<file path="config.mk">
export PLATFORM = sky130hd
export DESIGN_NAME = alu_share_arbiter
export DESIGN_NICKNAME = d
export VERILOG_FILES = /design/src/rtl/alu_share_arbiter.sv
export SDC_FILE = /design/constraint.sdc
export NUM_CORES = 1
export LEC_CHECK = 0
export BUFFER_PORTS_ARGS = -buffer_cell sky130_fd_sc_hd__clkbuf_2
export CAP_MARGIN = 40
export CORE_AREA = 2 2 117 119
export CTS_CLUSTER_DIAMETER = 120
export DETAILED_ROUTE_END_ITERATION = 10
export DIE_AREA = 0 0 119 121
export GPL_TIMING_DRIVEN = 0
export PLACE_DENSITY = 0.58
export SETUP_SLACK_MARGIN = 0.4
export SYNTH_ARGS = -nofsm -noshare
export SYNTH_HDL_FRONTEND = slang
export SYNTH_SLANG_ARGS = --single-unit
</file>
<file path="constraint.sdc">
create_clock -name clk -period 3.01 [get_ports clk]
set_clock_uncertainty 0.2 [all_clocks]
set_input_delay 0.1505 -clock clk [delete_from_list [all_inputs] [get_ports clk]]
set_output_delay 0.1505 -clock clk [all_outputs]
set_load 0.01 [all_outputs]
</file>
<file path="src/rtl/alu_share_arbiter.sv">
// rtl/alu_share_arbiter.sv - two-port round-robin arbiter with lock in front of one shared ALU
module alu_share_arbiter #(
  parameter int TAG_W = 4
) (
  input  logic             clk,
  input  logic             rst_n,
  input  logic             r0_valid,
  output logic             r0_ready,
  input  logic [2:0]       r0_op,
  input  logic [31:0]      r0_a,
  input  logic [31:0]      r0_b,
  input  logic [4:0]       r0_sa,
  input  logic             r0_lock,
  input  logic [TAG_W-1:0] r0_tag,
  input  logic             r1_valid,
  output logic             r1_ready,
  input  logic [2:0]       r1_op,
  input  logic [31:0]      r1_a,
  input  logic [31:0]      r1_b,
  input  logic [4:0]       r1_sa,
  input  logic             r1_lock,
  input  logic [TAG_W-1:0] r1_tag,
  output logic [31:0]      alu_a,
  output logic [31:0]      alu_b,
  output logic [2:0]       alu_op,
  output logic [4:0]       alu_sa,
  input  logic [31:0]      alu_res,
  input  logic             alu_zf,
  output logic             rsp_valid,
  input  logic             rsp_ready,
  output logic             rsp_id,
  output logic [TAG_W-1:0] rsp_tag,
  output logic [31:0]      rsp_res,
  output logic             rsp_zf
);

  logic lock_q;
  logic owner_q;
  logic last_grant_q;

  logic slot_free;
  logic sel;
  logic sel_valid;
  logic accept;
  logic use_p1;
  logic acc_lock;
  logic [TAG_W-1:0] acc_tag;

  // With nobody valid the pointer still names a port, so at most one ready is ever high.
  always_comb begin
    slot_free = !rsp_valid || rsp_ready;
    if (lock_q)                    sel = owner_q;
    else if (r0_valid && r1_valid) sel = ~last_grant_q;
    else if (r1_valid)             sel = 1'b1;
    else if (r0_valid)             sel = 1'b0;
    else                           sel = ~last_grant_q;
    sel_valid = sel ? r1_valid : r0_valid;
    accept    = slot_free && sel_valid;
    use_p1    = sel && r1_valid;
    acc_lock  = sel ? r1_lock : r0_lock;
    acc_tag   = sel ? r1_tag : r0_tag;
  end

  assign r0_ready = slot_free && !sel;
  assign r1_ready = slot_free && sel;

  assign alu_a  = use_p1 ? r1_a  : r0_a;
  assign alu_b  = use_p1 ? r1_b  : r0_b;
  assign alu_op = use_p1 ? r1_op : r0_op;
  assign alu_sa = use_p1 ? r1_sa : r0_sa;

  always_ff @(posedge clk or negedge rst_n) begin
    if (!rst_n) begin
      rsp_valid    <= 1'b0;
      rsp_id       <= 1'b0;
      rsp_tag      <= '0;
      rsp_res      <= '0;
      rsp_zf       <= 1'b0;
      lock_q       <= 1'b0;
      owner_q      <= 1'b0;
      last_grant_q <= 1'b1;
    end else if (accept) begin
      rsp_valid    <= 1'b1;
      rsp_id       <= sel;
      rsp_tag      <= acc_tag;
      rsp_res      <= alu_res;
      rsp_zf       <= alu_zf;
      last_grant_q <= sel;
      // While locked only the owner can be accepted, so an unlocked op always releases.
      lock_q       <= acc_lock;
      if (acc_lock) owner_q <= sel;
    end else if (rsp_ready) begin
      rsp_valid    <= 1'b0;
    end
  end

endmodule
</file>
==> results of run 1 <==
## final cells by class
type                    count  area [sq um]
diodes                      2          5.00
plain buffers              13          86.3
clock buffers               5           125
clock inverters             3          68.8
fillers                  1273          8090
inverters                   5          18.8
multi-input cells         147          1480
flip-flops and latches     42          1050
well taps                 176           220
repair buffers            345          1940
## through the flow
step | instance area (sq um) | hold slack, ns | instances
2_1_floorplan | 2630 | -0.345 | 207
4_1_cts | 4980 | 0.00664 | 735
3_3_place_gp | 4370 | 0.162 | 687
5_1_grt | 4990 | 0.0226 | 738
3_5_place_dp | 4390 | -0.107 | 688
6_report | 4990 | 0.00891 | 738
## what timing repair did
item,CTS,global route
hold endpoints to repair,79,0
hold buffers,39,0
resized for setup,2,1
pin swaps,0,1
endpoints found under the setup margin,58,5
buffers inserted,0,1
cloned,0,0
## tightest hold or removal path, delay by kind of cell
kind | cells | cell delay (ns)
AOI/OAI and AO/OA | 1 | 0.15
buffers and inverters | 1 | 0.08
and+or+nand+nor | 1 | 0.05
## placed cells by master (no fill, tap or decap), types with 6 or more instances in the layout
| cell | instances |
|---|---|
| clkbuf_2 | 304 |
| mux2_1 | 91 |
| dfrtp_1 | 41 |
| dlygate4sd3_1 | 39 |
| mux2_2 | 14 |
| buf_4 | 7 |
| nor2_1 | 7 |
| nand2_1 | 6 |
| buf_2 | 6 |
## where the power goes
group          switching [mW]  internal (mW)
sequential              0.160          0.850
combinational           0.991          0.957
clock                   0.219          0.476
## logic make-up after synthesis
logic type,after synthesis,share of synthesized area
AO/OA/AOI/OAI,15,0.0572
flip-flops,42,0.401
AND/OR/NAND/NOR,27,0.0553
buffers and inverters,18,0.0367
multiplexers,105,0.450
## per-layer routing
| metal | vias up | routed length, microns |
|---|---|---|
| met3 | 15 | 810 |
| met5 | - | 10 |
| met2 | 139 | 5710 |
| li1 | 1470 | - |
| met4 | 2 | 193 |
| met1 | 1445 | 4150 |
## final timing paths
kind	start	to	slack, ns
min in group asynchronous	rst_n	rsp_res[6]$_DFFE_PN0P_	0.12
max	last_grant_q$_DFFE_PN1P_	alu_b[21]	0.55
max in group asynchronous	rst_n	last_grant_q$_DFFE_PN1P_	1.94
min	r1_tag[2]	rsp_tag[2]$_DFFE_PN0P_	0.009
max reg2reg	owner_q$_DFFE_PN0P_	rsp_res[9]$_DFFE_PN0P_	1.04
min reg2reg	rsp_res[16]$_DFFE_PN0P_	rsp_res[16]$_DFFE_PN0P_	0.29
## registers in the layout, summed over array words and instances, names as in the netlist
| signal | cells |
|---|---|
| last_grant_q | 1 |
| lock_q | 1 |
| owner_q | 1 |
| rsp_id | 1 |
| rsp_res | 32 |
| rsp_tag | 4 |
| rsp_valid | 1 |
| rsp_zf | 1 |
==> impl_metrics.env, run 1 <==
export IMPL_cts_buffers=5
export IMPL_final_nets=751
export IMPL_fin_crit_ns=2.46
export IMPL_synth_common_cells="91 x mux2_1, 41 x dfrtp_1, 14 x mux2_2"
export IMPL_wire_per_inst_microns=14.7
export IMPL_ys_types=25
export IMPL_grt_max_degree=30
export IMPL_synth_area_sq_um=2630
export IMPL_path_cells="nand2_1 -> o211ai_1 -> buf_4 -> buf_6 -> buf_4 -> mux2_1 -> clkbuf_2"
export IMPL_drt_iter0_drc=40
export IMPL_clock_latency_ns=0.28
export IMPL_max_stage_delay_ns=0.56
export IMPL_p_leak_nw=2.64
export IMPL_hold_depth=3
export IMPL_synth_flop_cell="dfrtp_1"
export IMPL_drc=0
export IMPL_tightest_slew_ns=0.394
export IMPL_cts_root_buf="clkbuf_16"
export IMPL_post_synth_top_count_cell="mux2_1"
export IMPL_grt_remaining_overflow=0
export IMPL_firstDrtPassIters=4
export IMPL_die_y_microns=121
export IMPL_synth_edff_count=0
export IMPL_finalSetupViolCount=0
export IMPL_synth_top_cell_by_area="dfrtp_1"
export IMPL_cp_max_fo=10
export IMPL_irDropWorstVdd_uv=508
export IMPL_layout_worst_path_cycle_share=0.817
export IMPL_ant_nets=0
export IMPL_setup_slack_ns=0.551
export IMPL_met2_usage=0.257
export IMPL_crit_family="buffers and inverters"
export IMPL_first_global_vias=3266
export IMPL_cts_path_max_buffers=2
export IMPL_clock_sinks=42
export IMPL_critPathLaunchType="flop"
export IMPL_cts_max_level=2
export IMPL_critPathKind="reg2out"
export IMPL_vias=3071
export IMPL_area_growth_pct=90.1
export IMPL_slew_headroom=0.735
export IMPL_status="finished, final reports clean"
export IMPL_portBuffers=304
export IMPL_cp_depth=7
export IMPL_synth_top_area_frac=0.391
export IMPL_tns_ns=0
export IMPL_synthCells=207
export IMPL_cap_violations=0
export IMPL_drive_above_1_share=0.623
export IMPL_hold_violations=0
export IMPL_busiest_layer="met2"
export IMPL_synth_seq_area_share=0.401
export IMPL_wl_microns=10900
export IMPL_place_ws_ns=0.592
export IMPL_drv_slew=0
export IMPL_min_path_type="in2reg"
export IMPL_use_met3=0.0418
export IMPL_track_usage=0.143
export IMPL_die_area_sq_um=14400
export IMPL_power_total_mw=3.65
export IMPL_critPathBufInv=4
export IMPL_place_hpwl_microns=9420
export IMPL_final_core_util=0.382
export IMPL_cp_required_ns=2.66
export IMPL_syn_nets=399
export IMPL_core_area_sq_um=13100
export IMPL_synth_seq_cells=42
export IMPL_pin_count=305
export IMPL_clk_pin_slew_ns=0.06
export IMPL_synthTopCellsByArea="dfrtp_1 39%, mux2_1 39%, mux2_2 6.0%"
export IMPL_tritoncts="yes"
export IMPL_antenna_found_initial=3
export IMPL_worstPathArrival_ns=2.11
export IMPL_start_util=0.201
export IMPL_syn_area_per_cell_sq_um=12.7
export IMPL_crit_top_cell="buf_4"
export IMPL_reg2regPathDepth=4
export IMPL_grt_use_met1=0.164
export IMPL_slowest_stage="dfstp_2"
export IMPL_viasPerCell=4.16
export IMPL_rsz0062_at_grt="no"
export IMPL_yosys_warnings=0
export IMPL_die_w_microns=119
export IMPL_power_density_nw_per_um2=732
export IMPL_globalplace_congestion=0.802
export IMPL_rows=42
export IMPL_grt_pass1_wl_microns=16300
export IMPL_cp_end_kind="output port"
export IMPL_postSynth_asyncResetShare=1.00
export IMPL_fmax_mhz=407
Power figures use the tool's default switching activity.
==> inputs of run 2 (changes only) <==
- CORE_AREA: 2 2 117 119 -> 2 2 118 120
- DIE_AREA: 0 0 119 121 -> 0 0 120 122
- PLACE_DENSITY: 0.58 -> 0.57
- clock period: 3.01 -> 2.5 ns (I/O delays scaled with it)
==> run 2 against run 1 <==
Against the previous run:
- the flow now finishes with violations (negative hold slack)
- final area grew 14%
- wire length grew 23%
- count of clock-buffer cells in the layout grew 3
- worst setup slack lost 0.39 ns
- critical path depth grew 1
- non-clock buffer count grew 18
- register-to-register slack lost 0.49 ns
==> impl_metrics.env, run 2 (synthesis results as in run 1) <==
export IMPL_status="finished with violations"
export IMPL_violations="negative hold slack"
export IMPL_r2r_start="owner_q$_DFFE_PN0P_"
export IMPL_reg_top3="rsp_res: 32 flops, rsp_tag: 4 flops"
export IMPL_cts_max_level=2
export IMPL_holdWs_ns=-0.00378
export IMPL_tns_ns=0
export IMPL_ant_nets=0
export IMPL_globalplace_congestion=0.934
export IMPL_wl_microns=13400
export IMPL_cp_max_fo=5
export IMPL_p_leak_nw=3.06
export IMPL_setup_slack_ns=0.157
export IMPL_critPathLaunchType="flop"
export IMPL_final_cell_mix="276 x clkbuf_2, 59 x mux2_1, 45 x mux2_4, 44 x dlygate4sd3_1, 41 x dfrtp_1"
export IMPL_drive_above_1_share=0.683
export IMPL_power_density_nw_per_um2=891
export IMPL_reg2regPathDepth=4
export IMPL_placed_area_sq_um=4390
export IMPL_worstPathArrival_ns=2.02
export IMPL_cp_required_ns=2.17
export IMPL_r2r_end="rsp_res[9]$_DFFE_PN0P_"
export IMPL_mostFrequentLayoutCell="clkbuf_2"
export IMPL_vias=3291
export IMPL_min_path_type="in2reg"
export IMPL_clk_pin_slew_ns=0.06
export IMPL_largest_register_ffs=32
export IMPL_drc=0
export IMPL_hold_violations=1
export IMPL_startpoint="last_grant_q$_DFFE_PN1P_"
export IMPL_rows=43
export IMPL_endpoint="alu_b[2]"
export IMPL_layout_worst_path_cycle_share=0.937
export IMPL_first_global_vias=3443
export IMPL_drv_slew=0
export IMPL_die_area_sq_um=14600
export IMPL_max_stage_delay_ns=0.55
export IMPL_cap_violations=0
export IMPL_fin_crit_ns=2.34
export IMPL_num_fill_cells=1290
export IMPL_clock_latency_ns=0.28
export IMPL_grt_remaining_overflow=0
export IMPL_drt_iter0_drc=45
export IMPL_antenna_found_initial=4
export IMPL_critPathKind="reg2out"
export IMPL_slew_headroom=0.762
export IMPL_grt_pass1_wl_microns=18700
export IMPL_path_cells="nand2_2 -> o211ai_1 -> buf_6 -> buf_12 -> buf_12 -> buf_16 -> mux2_4 -> buf_6"
export IMPL_tightest_slew_ns=0.357
export IMPL_cts_buffers=5
export IMPL_cts_root_buf="clkbuf_16"
export IMPL_die_w_microns=120
export IMPL_wire_per_inst_microns=17.6
export IMPL_clock_sinks=42
export IMPL_start_util=0.194
export IMPL_finalSetupViolCount=0
export IMPL_viasPerCell=4.33
export IMPL_final_cell_area_sq_um=5670
export IMPL_rrSetupSlack_ns=0.55
export IMPL_die_y_microns=122
export IMPL_regMostFlops="rsp_res"
export IMPL_fmax_mhz=427
export IMPL_firstDrtPassIters=4
export IMPL_cp_end_kind="output port"
export IMPL_track_usage=0.169
export IMPL_area_growth_pct=116
export IMPL_tritoncts="yes"
export IMPL_grt_max_degree=33
export IMPL_final_nets=769
export IMPL_cts_path_max_buffers=2
export IMPL_portBuffers=304
export IMPL_pin_count=305
export IMPL_irDropWorstVdd_uv=582
export IMPL_final_core_util=0.420
export IMPL_place_hpwl_microns=10400
export IMPL_slowest_stage="dfstp_2"
export IMPL_place_ws_ns=0.220
export IMPL_rsz0062_at_grt="yes"
export IMPL_core_area_sq_um=13500
[run 2: worst min-delay path by stage]
stage                           start  slack [ns]  cells past startpoint                      end
after floorplan                 rst_n       -0.37                      0       lock_q$_DFFE_PN0P_
after global placement    alu_res[27]        0.14                      2  rsp_res[27]$_DFFE_PN0P_
after detailed placement        rst_n       -0.16                      1  rsp_res[22]$_DFFE_PN0P_
after CTS                    r1_valid       0.001                      3    rsp_valid$_DFFE_PN0P_
after global routing         r1_valid        0.02                      3    rsp_valid$_DFFE_PN0P_
final                        r1_valid      -0.004                      3    rsp_valid$_DFFE_PN0P_
[run 2: worst max-delay path: cells and delay by family, from the launching register on]
family / cells / cell delay [ns]
multiplexers: 1 / 0.30
AO/OA/AOI/OAI: 1 / 0.23
flip-flops: 1 / 0.55
buffers and inverters: 5 / 0.62
AND/OR/NAND/NOR: 1 / 0.04
[run 2: metrics by stage]
step | power (mW) | instances
global placement | 3.51 | 691
global route | 5.38 | 760
finish | 5.06 | 760
detailed placement | 3.57 | 692
CTS | 4.74 | 754
floorplan | 2.52 | 207
[run 2: final cells by class]
| type | instances | area (sq um) | share of cell area |
|---|---|---|---|
| Sequential cell | 42 | 1050 | 0.186 |
| Tap cell | 180 | 225 | 0.0397 |
| Timing Repair Buffer | 363 | 2400 | 0.424 |
| Inverter | 5 | 18.8 | 0.00331 |
| Multi-Input combinational cell | 147 | 1660 | 0.293 |
| Buffer | 13 | 168 | 0.0296 |
| Antenna cell | 2 | 5.00 | 0.000882 |
| Clock buffer | 8 | 136 | 0.0240 |
[run 2: repair_timing]
item	CTS	global route
gates resized for setup	62	80
buffers inserted	8	1
hold endpoints to repair	82	0
gates cloned	2	3
setup endpoints to repair	74	89
pin swaps	1	2
hold buffers	44	0
[run 2: layer usage]
metal	share of wire	track usage	vias up
met5	0.0017	0	-
met3	0.092	0.0665	32
met2	0.51	0.298	198
li1	-	-	1508
met4	0.041	0.0846	4
met1	0.36	0.173	1549
[run 2: power breakdown]
part	leakage [nW]	total (mW)	switching, mW	internal (mW)
combinational	2.51	3.21	1.42	1.79
clock	0.0652	0.616	0.245	0.371
sequential	0.486	1.22	0.200	1.02
total	3.06	5.06	1.86	3.19
==> inputs of run 3 (changes only) <==
- ABC_AREA: not set -> 1
- CORE_AREA: 2 2 118 120 -> 2 2 117 119
- DIE_AREA: 0 0 120 122 -> 0 0 119 121
- PLACE_DENSITY: 0.57 -> 0.59
==> run 3 against run 2 <==
Against the previous run:
- the run now ends clean
- wire length is 9.1% higher
- largest cell class unchanged
- sequential cell count stayed put
- highest routed layer unchanged
- critical endpoint is now alu_a[16]
- combinational power is 24% higher
- critical path depth is 2 higher
- maximum frequency is 10% higher
- die area is 1.6% lower
- first-iteration DRC count grew to 4.1 times the previous value
- largest power group unchanged
- hold slack better by 0.028 ns
- final area is 2.4% higher
- clock power is 1% higher
==> impl_metrics.env, run 3 <==
export IMPL_fin_crit_ns=2.13
export IMPL_core_area_sq_um=13100
export IMPL_rsz0062_at_grt="yes"
export IMPL_synthCells=443
export IMPL_critPathLaunchType="flop"
export IMPL_power_net_switching_mw=2.57
export IMPL_postSynth_asyncResetShare=1.00
export IMPL_cap_violations=0
export IMPL_worstPathArrival_ns=1.80
export IMPL_rrSetupSlack_ns=0.41
export IMPL_grt_max_degree=28
export IMPL_clock_latency_ns=0.27
export IMPL_clk_pin_slew_ns=0.06
export IMPL_p_sw_frac=0.442
export IMPL_portBuffers=304
export IMPL_grt_remaining_overflow=0
export IMPL_die_area_sq_um=14400
export IMPL_die_y_microns=121
export IMPL_syn_nets=635
export IMPL_synth_edff_count=0
export IMPL_pwr_share_clk=0.107
export IMPL_fmax_mhz=470
export IMPL_synth_seq_cells=42
export IMPL_synth_top_cell_by_area="nand2_1"
export IMPL_yosys_warnings=0
export IMPL_synth_area_sq_um=2810
export IMPL_final_cell_area_sq_um=5810
export IMPL_hold_violations=0
export IMPL_syn_area_per_cell_sq_um=6.35
export IMPL_post_synth_top_count_cell="nand2_1"
export IMPL_die_w_microns=119
export IMPL_p_leak_nw=3.52
export IMPL_wl_met2_microns=7730
export IMPL_wire_per_inst_microns=14.7
export IMPL_ant_nets=0
export IMPL_critPathKind="reg2out"
export IMPL_cp_end_kind="output port"
export IMPL_drc=0
export IMPL_rows=42
export IMPL_cts_root_buf="clkbuf_16"
export IMPL_layout_worst_path_cycle_share=0.850
export IMPL_start_util=0.215
export IMPL_mostFrequentLayoutCell="nand2_1"
export IMPL_tightest_slew_ns=0.538
export IMPL_final_cell_mix="288 x nand2_1, 274 x clkbuf_2, 43 x dlygate4sd3_1, 41 x dfrtp_1, 29 x nand3_1"
export IMPL_cts_max_level=2
export IMPL_pin_count=305
export IMPL_wirelength_met1_microns=5500
export IMPL_area_growth_pct=107
export IMPL_power_density_nw_per_um2=1000
export IMPL_regMostFlops="rsp_res"
export IMPL_tns_ns=0
export IMPL_synthTopCellsByArea="nand2_1 42%, dfrtp_1 36%, nand3_1 5.2%"
export IMPL_p_int_mw=3.25
export IMPL_slew_headroom=0.642
export IMPL_cp_max_fo=7
export IMPL_drv_slew=0
export IMPL_drt_iter0_drc=186
export IMPL_ys_types=20
export IMPL_globalplace_congestion=0.873
export IMPL_cts_path_max_buffers=2
export IMPL_first_global_vias=4016
export IMPL_synth_seq_area_share=0.374
export IMPL_reg2regPathDepth=13
export IMPL_vias=4150
export IMPL_wl_microns=14600
export IMPL_pwr_share_comb=0.684
export IMPL_reg_top3="rsp_res: 32 flops, rsp_tag: 4 flops"
export IMPL_synth_top_area_frac=0.419
export IMPL_cp_required_ns=2.17
export IMPL_r2r_end="rsp_res[6]$_DFFE_PN0P_"
export IMPL_synth_flop_cell="dfrtp_1"
export IMPL_startpoint="last_grant_q$_DFFE_PN1P_"
export IMPL_synth_common_cells="314 x nand2_1, 41 x dfrtp_1, 29 x nand3_1"
export IMPL_place_hpwl_microns=11200
export IMPL_tritoncts="yes"
export IMPL_viasPerCell=4.17
export IMPL_track_usage=0.189
export IMPL_num_fill_cells=1362
export IMPL_clock_sinks=42
export IMPL_min_path_type="in2reg"
export IMPL_finalSetupViolCount=0
export IMPL_drive_above_1_share=0.491
export IMPL_firstDrtPassIters=6
export IMPL_placed_area_sq_um=4570
export IMPL_endpoint="alu_a[16]"
export IMPL_status="finished, final reports clean"
export IMPL_irDropWorstVdd_uv=627
export IMPL_seq_power_share=0.209
export IMPL_r2r_start="last_grant_q$_DFFE_PN1P_"
export IMPL_antenna_found_initial=2
export IMPL_final_nets=1010
export IMPL_cts_buffers=5
export IMPL_largest_register_ffs=32
export IMPL_top_layer_used="met5"
export IMPL_routed_wl_met3_microns=956
export IMPL_grt_pass1_wl_microns=21300
[run 3: timing repair]
item / CTS / global route
hold buffers: 43 / 0
cloned: 4 / 8
resized for setup: 41 / 88
endpoints found under the setup margin: 70 / 113
endpoints found under the hold margin: 79 / 0
buffers inserted: 7 / 1
pin swaps: 2 / 2
[run 3: final cells by class]
cell class,count,area [sq um],share of cell area
plain buffers,27,355,0.0612
diodes,1,2.50,0.000431
repair inverters,1,11.3,0.00194
inverters,8,46.3,0.00797
multi-input cells,367,1620,0.279
repair buffers,366,2360,0.407
clock buffers,8,136,0.0235
flip-flops and latches,42,1050,0.181
well taps,176,220,0.0379
[run 3: how the worst min path moves through the flow]
| stage | from | cells after the start | endpoint | slack (ns) |
|---|---|---|---|---|
| finish | r0_lock | 5 | lock_q$_DFFE_PN0P_ | 0.02 |
| global route | r0_lock | 5 | lock_q$_DFFE_PN0P_ | 0.08 |
| global placement | alu_res[6] | 3 | rsp_res[6]$_DFFE_PN0P_ | 0.15 |
| detailed placement | rst_n | 1 | rsp_res[29]$_DFFE_PN0P_ | -0.10 |
| CTS | r0_lock | 5 | lock_q$_DFFE_PN0P_ | 0.04 |
| floorplan | rst_n | 0 | lock_q$_DFFE_PN0P_ | -0.37 |
[run 3: routing by layer]
metal | global-route usage | vias up
met5 | 0 | -
met4 | 0.0491 | 2
met3 | 0.0418 | 29
met2 | 0.357 | 184
met1 | 0.213 | 1829
li1 | - | 2106
[run 3: kinds of logic after synthesis]
family                 count (synthesis)  share of synthesized area
AOI/OAI and AO/OA                      3                    0.00667
and+or+nand+nor                      363                      0.533
buffers and inverters                 35                     0.0863
DFF                                   42                      0.374
[run 3: power groups by stage]
stage                     logic [mW]  registers [mW]  clock network, mW
after detailed placement        3.09            1.20                  0
final                           3.97            1.22              0.623
after global routing            4.37            1.26              0.675
after floorplan                 1.63            1.34                  0
after CTS                       3.46            1.21              0.641
after global placement          3.06            1.22                  0
[run 3: worst max-delay path, stage by stage, from the launching register on]
cell,delay [ns]
dfstp_2,0.55
inv_2,0.04
a21oi_2,0.12
nand2_2,0.09
nand3_4,0.10
buf_12,0.16
inv_8,0.06
clkbuf_16,0.15
nand2_1,0.07
nand2_1,0.05
clkbuf_2,0.13
[run 3: per-stage QoR]
| stage | worst slack [ns] | utilization | std cells | power, mW | hold slack [ns] |
|---|---|---|---|---|---|
| global route | 0.288 | 0.444 | 995 | 6.31 | 0.0782 |
| detailed placement | 0.411 | 0.349 | 924 | 4.29 | -0.105 |
| CTS | 0.340 | 0.413 | 986 | 5.31 | 0.0358 |
| finish | 0.374 | 0.444 | 996 | 5.81 | 0.0243 |
| global placement | 0.430 | 0.348 | 923 | 4.28 | 0.154 |
| floorplan | 0.811 | - | 443 | 2.97 | -0.371 |
